## src/rtl/stepper_step_scheduler_if.sv

```systemverilog
// Command handshake carrying relative move requests into one stepper scheduler.
interface stepper_step_scheduler_if #(
    parameter int COUNT_W  = 16,
    parameter int PERIOD_W = 16
);
    logic                       cmd_valid;
    logic                       cmd_ready;
    logic signed [COUNT_W-1:0]  cmd_steps;
    logic        [PERIOD_W-1:0] cmd_period;
    logic        [3:0]          cmd_microstep;

    modport master (
        output cmd_valid, cmd_steps, cmd_period, cmd_microstep,
        input  cmd_ready
    );

    modport slave (
        input  cmd_valid, cmd_steps, cmd_period, cmd_microstep,
        output cmd_ready
    );
endinterface

```

## src/rtl/stepper_step_scheduler.sv

```systemverilog
// Step/direction sequencer for one A3988 channel with absolute quarter-step position tracking.
// Define STEPPER_SCHED_MORPH_EN to enable microstep morphing (fill steps before a coarser mode).
module stepper_step_scheduler #(
    parameter int COUNT_W    = 16,
    parameter int PERIOD_W   = 16,
    parameter int POS_W      = 24,
    parameter int STEP_HIGH  = 4,
    parameter int DIR_SETUP  = 4,
    parameter int MIN_PERIOD = 16
) (
    input  logic                     clk,
    input  logic                     reset_n,
    stepper_step_scheduler_if.slave  cmd,
    input  logic                     i_abort,
    input  logic [1:0]               i_morph_transition,
    output logic                     o_step,
    output logic                     o_dir,
    output logic [3:0]               o_microstep,
    output logic                     o_busy,
    output logic                     o_done,
    output logic                     o_aborted,
    output logic                     o_cmd_error,
    output logic signed [POS_W-1:0]  o_position
);

`ifdef STEPPER_SCHED_MORPH_EN
    typedef enum logic [2:0] {S_IDLE, S_FILL, S_SETUP, S_STEP_HI, S_STEP_LO} state_t;
`else
    typedef enum logic [2:0] {S_IDLE, S_SETUP, S_STEP_HI, S_STEP_LO} state_t;
`endif

    state_t                   r_state, w_nextState;
    logic                     r_dir;
    logic [3:0]               r_microstep;
    logic [COUNT_W-1:0]       r_remaining;
    logic [PERIOD_W-1:0]      r_period;
    logic [PERIOD_W-1:0]      r_timer, w_timerNext;
    logic signed [POS_W-1:0]  r_position;
    logic                     r_abortPend, r_done, r_aborted, r_cmdError;

    logic                     w_accept, w_msValid, w_newDir, w_needSetup;
    logic                     w_timerZero, w_abortPend;
    logic [COUNT_W-1:0]       w_absSteps;
    logic [PERIOD_W-1:0]      w_period;
    logic signed [POS_W-1:0]  w_delta;
    logic                     w_loadCmd, w_enterHi, w_fillStep;
    logic                     w_finishDone, w_finishAbort, w_error;

`ifdef STEPPER_SCHED_MORPH_EN
    logic                     r_fill;
    logic [1:0]               r_fillCnt;
    logic [3:0]               r_targetMs;
    logic                     w_needFill, w_leaveFill;

    // Coarsening to full needs the full/half boundary; to half either boundary will do.
    function automatic logic flagOk(input logic [3:0] ms, input logic [1:0] flags);
        return (ms == 4'd1) ? flags[0] : (flags[0] | flags[1]);
    endfunction

    assign w_needFill = (cmd.cmd_microstep < r_microstep) &&
                        !flagOk(cmd.cmd_microstep, i_morph_transition);
`else
    logic w_unused_morph;
    assign w_unused_morph = ^i_morph_transition;
`endif

    assign w_accept    = cmd.cmd_valid && (r_state == S_IDLE);
    assign w_msValid   = (cmd.cmd_microstep == 4'd1) || (cmd.cmd_microstep == 4'd2) ||
                         (cmd.cmd_microstep == 4'd4);
    assign w_newDir    = !cmd.cmd_steps[COUNT_W-1];
    assign w_absSteps  = cmd.cmd_steps[COUNT_W-1] ? (~cmd.cmd_steps + 1'b1) : cmd.cmd_steps;
    assign w_period    = (cmd.cmd_period < PERIOD_W'(MIN_PERIOD)) ? PERIOD_W'(MIN_PERIOD)
                                                                  : cmd.cmd_period;
    assign w_needSetup = (w_newDir != r_dir) || (cmd.cmd_microstep != r_microstep);
    assign w_timerZero = (r_timer == '0);
    assign w_abortPend = r_abortPend || i_abort;

    always_comb begin
        w_delta = POS_W'(1);
        case (r_microstep)
            4'd1:    w_delta = POS_W'(4);
            4'd2:    w_delta = POS_W'(2);
            default: w_delta = POS_W'(1);
        endcase
        if (!r_dir) w_delta = -w_delta;
    end

    always_ff @(posedge clk) begin
        if (!reset_n) r_state <= S_IDLE;
        else          r_state <= w_nextState;
    end

    always_comb begin
        w_nextState   = r_state;
        w_timerNext   = r_timer;
        w_loadCmd     = 1'b0;
        w_enterHi     = 1'b0;
        w_fillStep    = 1'b0;
        w_finishDone  = 1'b0;
        w_finishAbort = 1'b0;
        w_error       = 1'b0;
`ifdef STEPPER_SCHED_MORPH_EN
        w_leaveFill   = 1'b0;
`endif
        case (r_state)
            S_IDLE: begin
                if (w_accept) begin
                    if (!w_msValid) begin
                        w_error = 1'b1;
                    end else if (cmd.cmd_steps == '0) begin
                        w_finishDone = 1'b1;
                    end else begin
                        w_loadCmd = 1'b1;
                        if (w_needSetup) begin
                            w_nextState = S_SETUP;
                            w_timerNext = PERIOD_W'(DIR_SETUP - 1);
                        end else begin
                            w_nextState = S_STEP_HI;
                            w_enterHi   = 1'b1;
                            w_timerNext = PERIOD_W'(STEP_HIGH - 1);
                        end
`ifdef STEPPER_SCHED_MORPH_EN
                        if (w_needFill) begin
                            w_fillStep = 1'b1;
                            if (w_newDir != r_dir) begin
                                w_nextState = S_FILL;
                                w_enterHi   = 1'b0;
                                w_timerNext = PERIOD_W'(DIR_SETUP - 1);
                            end else begin
                                w_nextState = S_STEP_HI;
                                w_enterHi   = 1'b1;
                                w_timerNext = PERIOD_W'(STEP_HIGH - 1);
                            end
                        end
`endif
                    end
                end
            end
`ifdef STEPPER_SCHED_MORPH_EN
            S_FILL: begin
                if (i_abort) begin
                    w_nextState   = S_IDLE;
                    w_finishAbort = 1'b1;
                end else if (w_timerZero) begin
                    w_nextState = S_STEP_HI;
                    w_enterHi   = 1'b1;
                    w_fillStep  = 1'b1;
                    w_timerNext = PERIOD_W'(STEP_HIGH - 1);
                end else begin
                    w_timerNext = r_timer - 1'b1;
                end
            end
`endif
            S_SETUP: begin
                if (i_abort) begin
                    w_nextState   = S_IDLE;
                    w_finishAbort = 1'b1;
                end else if (w_timerZero) begin
                    w_nextState = S_STEP_HI;
                    w_enterHi   = 1'b1;
                    w_timerNext = PERIOD_W'(STEP_HIGH - 1);
                end else begin
                    w_timerNext = r_timer - 1'b1;
                end
            end
            S_STEP_HI: begin
                if (w_timerZero) begin
                    w_nextState = S_STEP_LO;
                    w_timerNext = r_period - PERIOD_W'(STEP_HIGH) - 1'b1;
                end else begin
                    w_timerNext = r_timer - 1'b1;
                end
            end
            S_STEP_LO: begin
                if (!w_timerZero) begin
                    w_timerNext = r_timer - 1'b1;
                end else
`ifdef STEPPER_SCHED_MORPH_EN
                if (r_fill) begin
                    if (w_abortPend) begin
                        w_nextState   = S_IDLE;
                        w_finishAbort = 1'b1;
                    end else if (flagOk(r_targetMs, i_morph_transition)) begin
                        w_leaveFill = 1'b1;
                        w_nextState = S_SETUP;
                        w_timerNext = PERIOD_W'(DIR_SETUP - 1);
                    end else if (r_fillCnt == 2'd3) begin
                        w_nextState = S_IDLE;
                        w_error     = 1'b1;
                    end else begin
                        w_nextState = S_STEP_HI;
                        w_enterHi   = 1'b1;
                        w_fillStep  = 1'b1;
                        w_timerNext = PERIOD_W'(STEP_HIGH - 1);
                    end
                end else
`endif
                begin
                    // Reaching zero wins over a pending abort so the move reports done.
                    if (r_remaining == '0) begin
                        w_nextState  = S_IDLE;
                        w_finishDone = 1'b1;
                    end else if (w_abortPend) begin
                        w_nextState   = S_IDLE;
                        w_finishAbort = 1'b1;
                    end else begin
                        w_nextState = S_STEP_HI;
                        w_enterHi   = 1'b1;
                        w_timerNext = PERIOD_W'(STEP_HIGH - 1);
                    end
                end
            end
            default: w_nextState = S_IDLE;
        endcase
    end

    always_ff @(posedge clk) begin
        if (!reset_n) begin
            r_dir       <= 1'b1;
            r_microstep <= 4'd4;
            r_remaining <= '0;
            r_period    <= '0;
            r_timer     <= '0;
            r_position  <= '0;
            r_abortPend <= 1'b0;
            r_done      <= 1'b0;
            r_aborted   <= 1'b0;
            r_cmdError  <= 1'b0;
`ifdef STEPPER_SCHED_MORPH_EN
            r_fill      <= 1'b0;
            r_fillCnt   <= '0;
            r_targetMs  <= 4'd4;
`endif
        end else begin
            r_timer    <= w_timerNext;
            r_done     <= w_finishDone;
            r_aborted  <= w_finishAbort;
            r_cmdError <= w_error;

            if (w_nextState == S_IDLE)
                r_abortPend <= 1'b0;
            else if (i_abort && (r_state == S_STEP_HI || r_state == S_STEP_LO))
                r_abortPend <= 1'b1;

            if (w_loadCmd) begin
                r_period <= w_period;
                r_dir    <= w_newDir;
            end

            if (w_enterHi && !w_fillStep)
                r_remaining <= (w_loadCmd ? w_absSteps : r_remaining) - 1'b1;
            else if (w_loadCmd)
                r_remaining <= w_absSteps;

            if (w_enterHi)
                r_position <= r_position + w_delta;

`ifdef STEPPER_SCHED_MORPH_EN
            // During fill the old (finer) microstep stays on the pins until the boundary is met.
            if (w_loadCmd) begin
                r_targetMs <= cmd.cmd_microstep;
                r_fill     <= w_needFill;
                if (!w_needFill) r_microstep <= cmd.cmd_microstep;
            end
            if (w_leaveFill) begin
                r_fill      <= 1'b0;
                r_microstep <= r_targetMs;
            end else if (w_nextState == S_IDLE) begin
                r_fill <= 1'b0;
            end
            if (w_enterHi && w_fillStep)
                r_fillCnt <= (w_loadCmd ? 2'd0 : r_fillCnt) + 2'd1;
            else if (w_loadCmd)
                r_fillCnt <= 2'd0;
`else
            if (w_loadCmd) r_microstep <= cmd.cmd_microstep;
`endif
        end
    end

    assign cmd.cmd_ready = (r_state == S_IDLE);
    assign o_busy        = (r_state != S_IDLE);
    assign o_step        = (r_state == S_STEP_HI);
    assign o_dir         = r_dir;
    assign o_microstep   = r_microstep;
    assign o_done        = r_done;
    assign o_aborted     = r_aborted;
    assign o_cmd_error   = r_cmdError;
    assign o_position    = r_position;

endmodule
```

## src/flat_wrapper.sv

```systemverilog
// flat-port wrapper written by rule: the top's interface ports become plain ports
module stepper_step_scheduler_flat 
#(
    parameter int COUNT_W    = 16,
    parameter int PERIOD_W   = 16,
    parameter int POS_W      = 24,
    parameter int STEP_HIGH  = 4,
    parameter int DIR_SETUP  = 4,
    parameter int MIN_PERIOD = 16
)
  (clk, reset_n, i_abort, i_morph_transition, o_step, o_dir, o_microstep, o_busy, o_done, o_aborted, o_cmd_error, o_position, cmd_cmd_valid, cmd_cmd_steps, cmd_cmd_period, cmd_cmd_microstep, cmd_cmd_ready);
  stepper_step_scheduler_if #(.COUNT_W(COUNT_W), .PERIOD_W(PERIOD_W)) cmd_i ();
  input  logic clk;
  input  logic reset_n;
  input  logic i_abort;
  input  logic [1:0] i_morph_transition;
  output logic o_step;
  output logic o_dir;
  output logic [3:0] o_microstep;
  output logic o_busy;
  output logic o_done;
  output logic o_aborted;
  output logic o_cmd_error;
  output logic signed [POS_W-1:0] o_position;
  input wire logic [$bits(cmd_i.cmd_valid)-1:0] cmd_cmd_valid;
  input wire logic [$bits(cmd_i.cmd_steps)-1:0] cmd_cmd_steps;
  input wire logic [$bits(cmd_i.cmd_period)-1:0] cmd_cmd_period;
  input wire logic [$bits(cmd_i.cmd_microstep)-1:0] cmd_cmd_microstep;
  output wire logic [$bits(cmd_i.cmd_ready)-1:0] cmd_cmd_ready;
  assign cmd_i.cmd_valid = cmd_cmd_valid;
  assign cmd_i.cmd_steps = cmd_cmd_steps;
  assign cmd_i.cmd_period = cmd_cmd_period;
  assign cmd_i.cmd_microstep = cmd_cmd_microstep;
  assign cmd_cmd_ready = cmd_i.cmd_ready;
  stepper_step_scheduler #(.COUNT_W(COUNT_W), .PERIOD_W(PERIOD_W), .POS_W(POS_W), .STEP_HIGH(STEP_HIGH), .DIR_SETUP(DIR_SETUP), .MIN_PERIOD(MIN_PERIOD)) u_core (.clk(clk), .reset_n(reset_n), .cmd(cmd_i), .i_abort(i_abort), .i_morph_transition(i_morph_transition), .o_step(o_step), .o_dir(o_dir), .o_microstep(o_microstep), .o_busy(o_busy), .o_done(o_done), .o_aborted(o_aborted), .o_cmd_error(o_cmd_error), .o_position(o_position));
endmodule
```

## config.mk

```make
export PLATFORM = sky130hd
export DESIGN_NAME = stepper_step_scheduler_flat
export DESIGN_NICKNAME = d
export VERILOG_FILES = /design/src/rtl/stepper_step_scheduler_if.sv /design/src/rtl/stepper_step_scheduler.sv /design/src/flat_wrapper.sv
export SDC_FILE = /design/constraint.sdc
export NUM_CORES = 1
export LEC_CHECK = 0
export CAP_MARGIN = 20
export CORE_MARGIN = 4
export CORE_UTILIZATION = 55
export CTS_CLUSTER_SIZE = 25
export DETAILED_ROUTE_END_ITERATION = 12
export PLACE_DENSITY = 0.79
export SETUP_SLACK_MARGIN = 0.5
export SYNTH_ARGS = -nofsm -noshare
export SYNTH_HDL_FRONTEND = slang
export SYNTH_SLANG_ARGS = --single-unit
export TNS_END_PERCENT = 50
```

## constraint.sdc

```tcl
create_clock -name clk -period 5.7 [get_ports clk]
set_input_delay 1.14 -clock clk [delete_from_list [all_inputs] [get_ports clk]]
set_output_delay 1.14 -clock clk [all_outputs]
set_load 0.005 [all_outputs]
```

## Word-level counts from Yosys, hierarchy flattened

Index checks and enable logic that the tools add are counted.

| operators by class | value |
|---|---|
| add/sub/neg operators | 7 |
| multipliers | 0 |
| divide/modulo/power cells | 0 |
| magnitude comparators | 1 |
| equality and inequality tests | 16 |
| shift operators | 0 |
| multiplexer cells | 53 |
| bitwise logic cells | 2 |
| reduce and logical (&&, ||, !) cells | 18 |

Operators with widths:

| operator | count |
|---|---|
| two-way mux 16 bit | 13 |
| case mux 16 bit (4 select lines) | 1 |
| zero test 16 bit | 3 |
| subtractor 16 x 1 -> 16 bit (second input constant) | 3 |
| adder 24 bit | 1 |
| two-way mux 24 bit | 1 |
| two-way mux 3 bit | 8 |
| negation 3 -> 24 bit | 1 |
| two-way mux 1 bit | 23 |
| adder 16 x 1 -> 16 bit (second input constant) | 1 |
| < comparator 16 x 5 -> 1 bit (second input constant) | 1 |
| NOT 16 bit | 1 |
| subtractor 16 x 3 -> 16 bit (second input constant) | 1 |
| case mux 3 bit (4 select lines) | 1 |
| == test 4 x 1 -> 1 bit (second input constant) | 2 |
| == test 4 x 2 -> 1 bit (second input constant) | 2 |
| AND reduction 7 bit | 1 |
| == test 3 x 2 -> 1 bit (second input constant) | 2 |
| zero test 3 bit | 2 |
| inequality test 3 bit (second input constant) | 2 |
| case mux 3 bit (2 select lines) | 1 |
| logical OR 1 bit | 5 |
| == test 4 x 3 -> 1 bit (second input constant) | 1 |
| two-way mux 2 bit | 2 |
| 14 further kinds | 18 |

| storage, ports and cells | value |
|---|---|
| register bits after elaboration | 84 |
| bits in latches | 0 |
| RAM bits | 0 |
| ROM bits | 0 |
| input port bits | 42 |
| output and inout port bits | 35 |
| memories | 0 |

## Depth between registers and ports, before layout

| logic depth | value |
|---|---|
| word-level depth | 10 |
| mapped depth | 14 |
| mapped depth without buffers | 12 |

## Least setup slack after synthesis

No wires, ideal clock.

| timing | value |
|---|---|
| path type | in2reg |
| from | input port cmd_cmd_steps[0] |
| to | register u_core.r_remaining[14] |
| data arrival time | 3.879 ns |
| slack | 1.751 ns |
| stages | 13 |
| buffers on the path | 2 |
| path through | inv_1 ha_1 or4b_1 buf_2 nor4_4 a21o_1 clkbuf_1 mux2i_1 ha_1 o211a_1 nand4_1 or3_1 a21oi_1 |

| on the way | value |
|---|---|
| longest elaborated chain between the ends | 8 |
| elaborated cells on any way between the ends | 15 |
| classes of those cells | add/sub (2); mux (11); bitwise (1); reduce/logical (1) |

RTL lines:

| item | RTL line | RTL |
|---|---|---|
| from (decl) | flat_wrapper.sv:26 | `input wire logic [$bits(cmd_i.cmd_steps)-1:0] cmd_cmd_steps;` |
| parallel branches: the longest is 7 deep, another holds adder 16 x 1 -> 16 bit | -- |  |
| two-way mux 16 bit * | stepper_step_scheduler.sv:250 | `if (w_enterHi && !w_fillStep)` |
| to (signal assigned) | stepper_step_scheduler.sv:251 | `r_remaining <= (w_loadCmd ? w_absSteps : r_remaining) - 1'b1;` |
| to (signal assigned) | stepper_step_scheduler.sv:253 | `r_remaining <= w_absSteps;` |
| to (decl) | stepper_step_scheduler.sv:35 | `logic [COUNT_W-1:0] r_remaining;` |

Mark *: on every way between the ends.
A chain may end at the register's enable or synchronous reset.

## Final worst setup path

| timing | value |
|---|---|
| from | input port cmd_cmd_steps[0] |
| to | register u_core.r_remaining[12] |

The elaborated chain is that of the path after synthesis.

==> results.sh <==
export IMPL_outcome="finished, final reports clean"
export IMPL_worstSetupPathType="in2reg"
export IMPL_synth_edf_count=0
export IMPL_tritoncts="yes"
export IMPL_die_w_um=112.7
export IMPL_track_usage=0.2402
export IMPL_synth_flop_cell="dfxtp_1"
export IMPL_cp_max_fo=41
export IMPL_root_buffer="clkbuf_8"
export IMPL_port_buffers=74
export IMPL_clock_skew_ns=0.006327
export IMPL_maxSlewViolCount=0
export IMPL_hold_depth=2
export IMPL_gp_congestion=0.9074
export IMPL_syn_area_mm2=0.006031
export IMPL_overflow=0
export IMPL_die_area_mm2=0.01270
export IMPL_r2r_start="u_core.r_state[2]"
export IMPL_ant_nets=0
export IMPL_die_height_um=112.7
export IMPL_yosysTopAreaCellShare=0.2788
export IMPL_cts_setup_buffers=0
export IMPL_grtUsageMet2=0.4143
export IMPL_io_pins=77
export IMPL_crit_path_start_kind="input pin"
export IMPL_cts_buffers=9
export IMPL_synthTopCellsByArea="dfxtp_1, nand2_1, a21oi_1, ha_1, xnor2_1"
export IMPL_worstPathArrival_ns=4.63
export IMPL_drtIter0Drc=386
export IMPL_endpoint_kind="flop"
export IMPL_syn_instance_count=794
export IMPL_hold_viol=0
export IMPL_post_cts_resize_count=0
export IMPL_fin_crit_sh=0.7615
export IMPL_rr_worst_depth=8
export IMPL_cts_hold_buf=0
export IMPL_core_mm2=0.01051
export IMPL_met3_usage=0.06203
export IMPL_drive_above_1_share=0.05300
export IMPL_vias=5968
export IMPL_grt_pass1_wl_um=25850
export IMPL_routed_wl_um=15500
export IMPL_hp_start="u_core.o_position[5]"
export IMPL_synthDistinctLibCells=73
export IMPL_wl_per_cell_um=15.74
export IMPL_avgSynthCellArea_um2=7.595
export IMPL_hold_path_class="reg2reg"
export IMPL_grt_max_degree=52
export IMPL_rsz0062_at_grt="no"
export IMPL_synth_top_area_cell="dfxtp_1"
export IMPL_vdd_ir_drop_max_uv=148.1
export IMPL_final_cell_mix="nand2_1, dfxtp_1, a21oi_1, clkdlybuf4s50_1, nor2_1"
export IMPL_fmax_mhz=230.4
export IMPL_ys_warn_count=0
export IMPL_async_flop_share=0
export IMPL_worst_pin_slew_ns=0.8258
export IMPL_r2r_end="u_core.r_remaining[13]"
export IMPL_fin_nets=918
export IMPL_yosysSeqAreaShare=0.2788
export IMPL_maxCapViolations=0
export IMPL_diodes=0
export IMPL_dp_cells=972
export IMPL_start_util=0.5739
export IMPL_setup_viol=0
export IMPL_p_leak_uw=0.002733
export IMPL_avgViaCountPerCell=6.059
export IMPL_ys_ff_latch=84
export IMPL_synthesis_nets=865
export IMPL_fill_cells=893
export IMPL_min_to="u_core.o_position[5]"
export IMPL_grt_pass1_vias=5668
export IMPL_setup_tns_ns=0
export IMPL_grt_busiest_layer="met2"
export IMPL_cts_sinks=84
export IMPL_rows=37
export IMPL_area_delta_synth_final_pct=16.85
export IMPL_gr_usage_met1=0.2972
export IMPL_cp_required_ns=5.99
export IMPL_powerDensity_mw_per_mm2=183.1
export IMPL_insertion_delay_ns=0.36
export IMPL_fin_cells=985
export IMPL_drc_errors=0
export IMPL_final_common_cell="nand2_1"
export IMPL_clkSlewWorstSetupHoldPaths_ns=0.08
export IMPL_clock_path_buffers=2
export IMPL_htree_levels=3
export IMPL_place_hpwl_um=11370
export IMPL_slew_limit_headroom=0.4489
export IMPL_antenna_found_initial=0
export IMPL_reg2reg_slack_ns=2.18
export IMPL_dr_pass1_iters=5
export IMPL_min_period_ns=4.341
## cells in the mapped netlist, drive strengths merged (9+ instances only)
library cell and number:
a21oi 80, ha 28, nand2 109, nor3 21, xor2 26, dfxtp 84, mux2i 12, nor2 70
clkbuf 26, xnor2 32, nand3 29, a21o 9, nor4 22, inv 24, and3 10, o21ai 44
buf 14, or3 11
## metrics by stage
step	cell area (um2)	setup slack (ns)	total power (uW)	hold slack, ns	utilization
after CTS	7047	1.410	1299	0.4784	0.6706
after global placement	6835	1.087	826.6	0.4599	0.6504
final	7047	1.359	1291	0.4726	0.6706
after floorplan	6031	1.751	761.1	0.4447	-
after detailed placement	6835	1.045	832.4	0.4675	0.6504
after global routing	7047	1.167	1345	0.5036	0.6706
## state kept, by name, summed over array words and instances, names as in the netlist
name	count
u_core.o_aborted	1
u_core.r_remaining	16
u_core.o_dir	1
u_core.o_microstep	4
u_core.r_period	16
u_core.r_abortPend	1
u_core.o_position	24
u_core.o_done	1
u_core.r_timer	16
u_core.r_state	3
u_core.o_cmd_error	1
## cell families (layout without fill, tap and decap cells)
family | after synthesis | count (layout) | synth area share
adders and majority gates | 29 | 29 | 0.06141
DFF | 84 | 84 | 0.2788
other | 1 | 1 | 0.0006218
AOI/OAI and AO/OA | 217 | 217 | 0.2309
and+or+nand+nor | 328 | 328 | 0.2730
xor gates and xnor gates | 58 | 58 | 0.08423
muxes | 13 | 13 | 0.02656
buffers and inverters | 64 | 119 | 0.04440
## worst max path at each step
stage / slack (ns) / from / to
final: 1.36 / cmd_cmd_steps[0] / u_core.r_remaining[12]
after global routing: 1.17 / cmd_cmd_steps[0] / u_core.r_remaining[10]
after CTS: 1.41 / cmd_cmd_steps[0] / u_core.r_remaining[12]
after detailed placement: 1.04 / cmd_cmd_steps[0] / u_core.r_remaining[12]
after global placement: 1.09 / cmd_cmd_steps[0] / u_core.r_remaining[12]
after floorplan: 1.75 / cmd_cmd_steps[0] / u_core.r_remaining[14]
## per-layer routing
metal / wire, um / up-vias
li1: - / 2975
met1: 7010 / 2818
met2: 7437 / 158
met3: 863 / 17
met4: 191 / 0
met5: 0 / -
## final cells by class
type / instances / area, um2 / area share
tap: 136 / 170.2 / 0.02415
clock buffer: 11 / 151.4 / 0.02148
timing repair buffer: 82 / 800.8 / 0.1136
inverter: 24 / 90.09 / 0.01278
clock inverter: 2 / 60.06 / 0.008523
sequential: 84 / 1682 / 0.2386
multi-input combinational: 646 / 4093 / 0.5808
## where the power goes
part,total [uW],internal (uW),switching (uW)
Combinational,216,95.0,121
Clock,468,264,204
Sequential,606,595,11.1
## critical path, stage by stage
cell	delay [ns]
clkdlybuf4s50_1	0.46
inv_1	0.10
ha_1	0.20
or4b_1	0.63
nor4_4	0.28
a21o_1	0.24
buf_4	0.41
a21oi_1	0.16
ha_1	0.28
o211a_1	0.19
and4_1	0.24
a21o_1	0.18
a21oi_1	0.11
No activity file was read; power rests on OpenSTA's default activity.
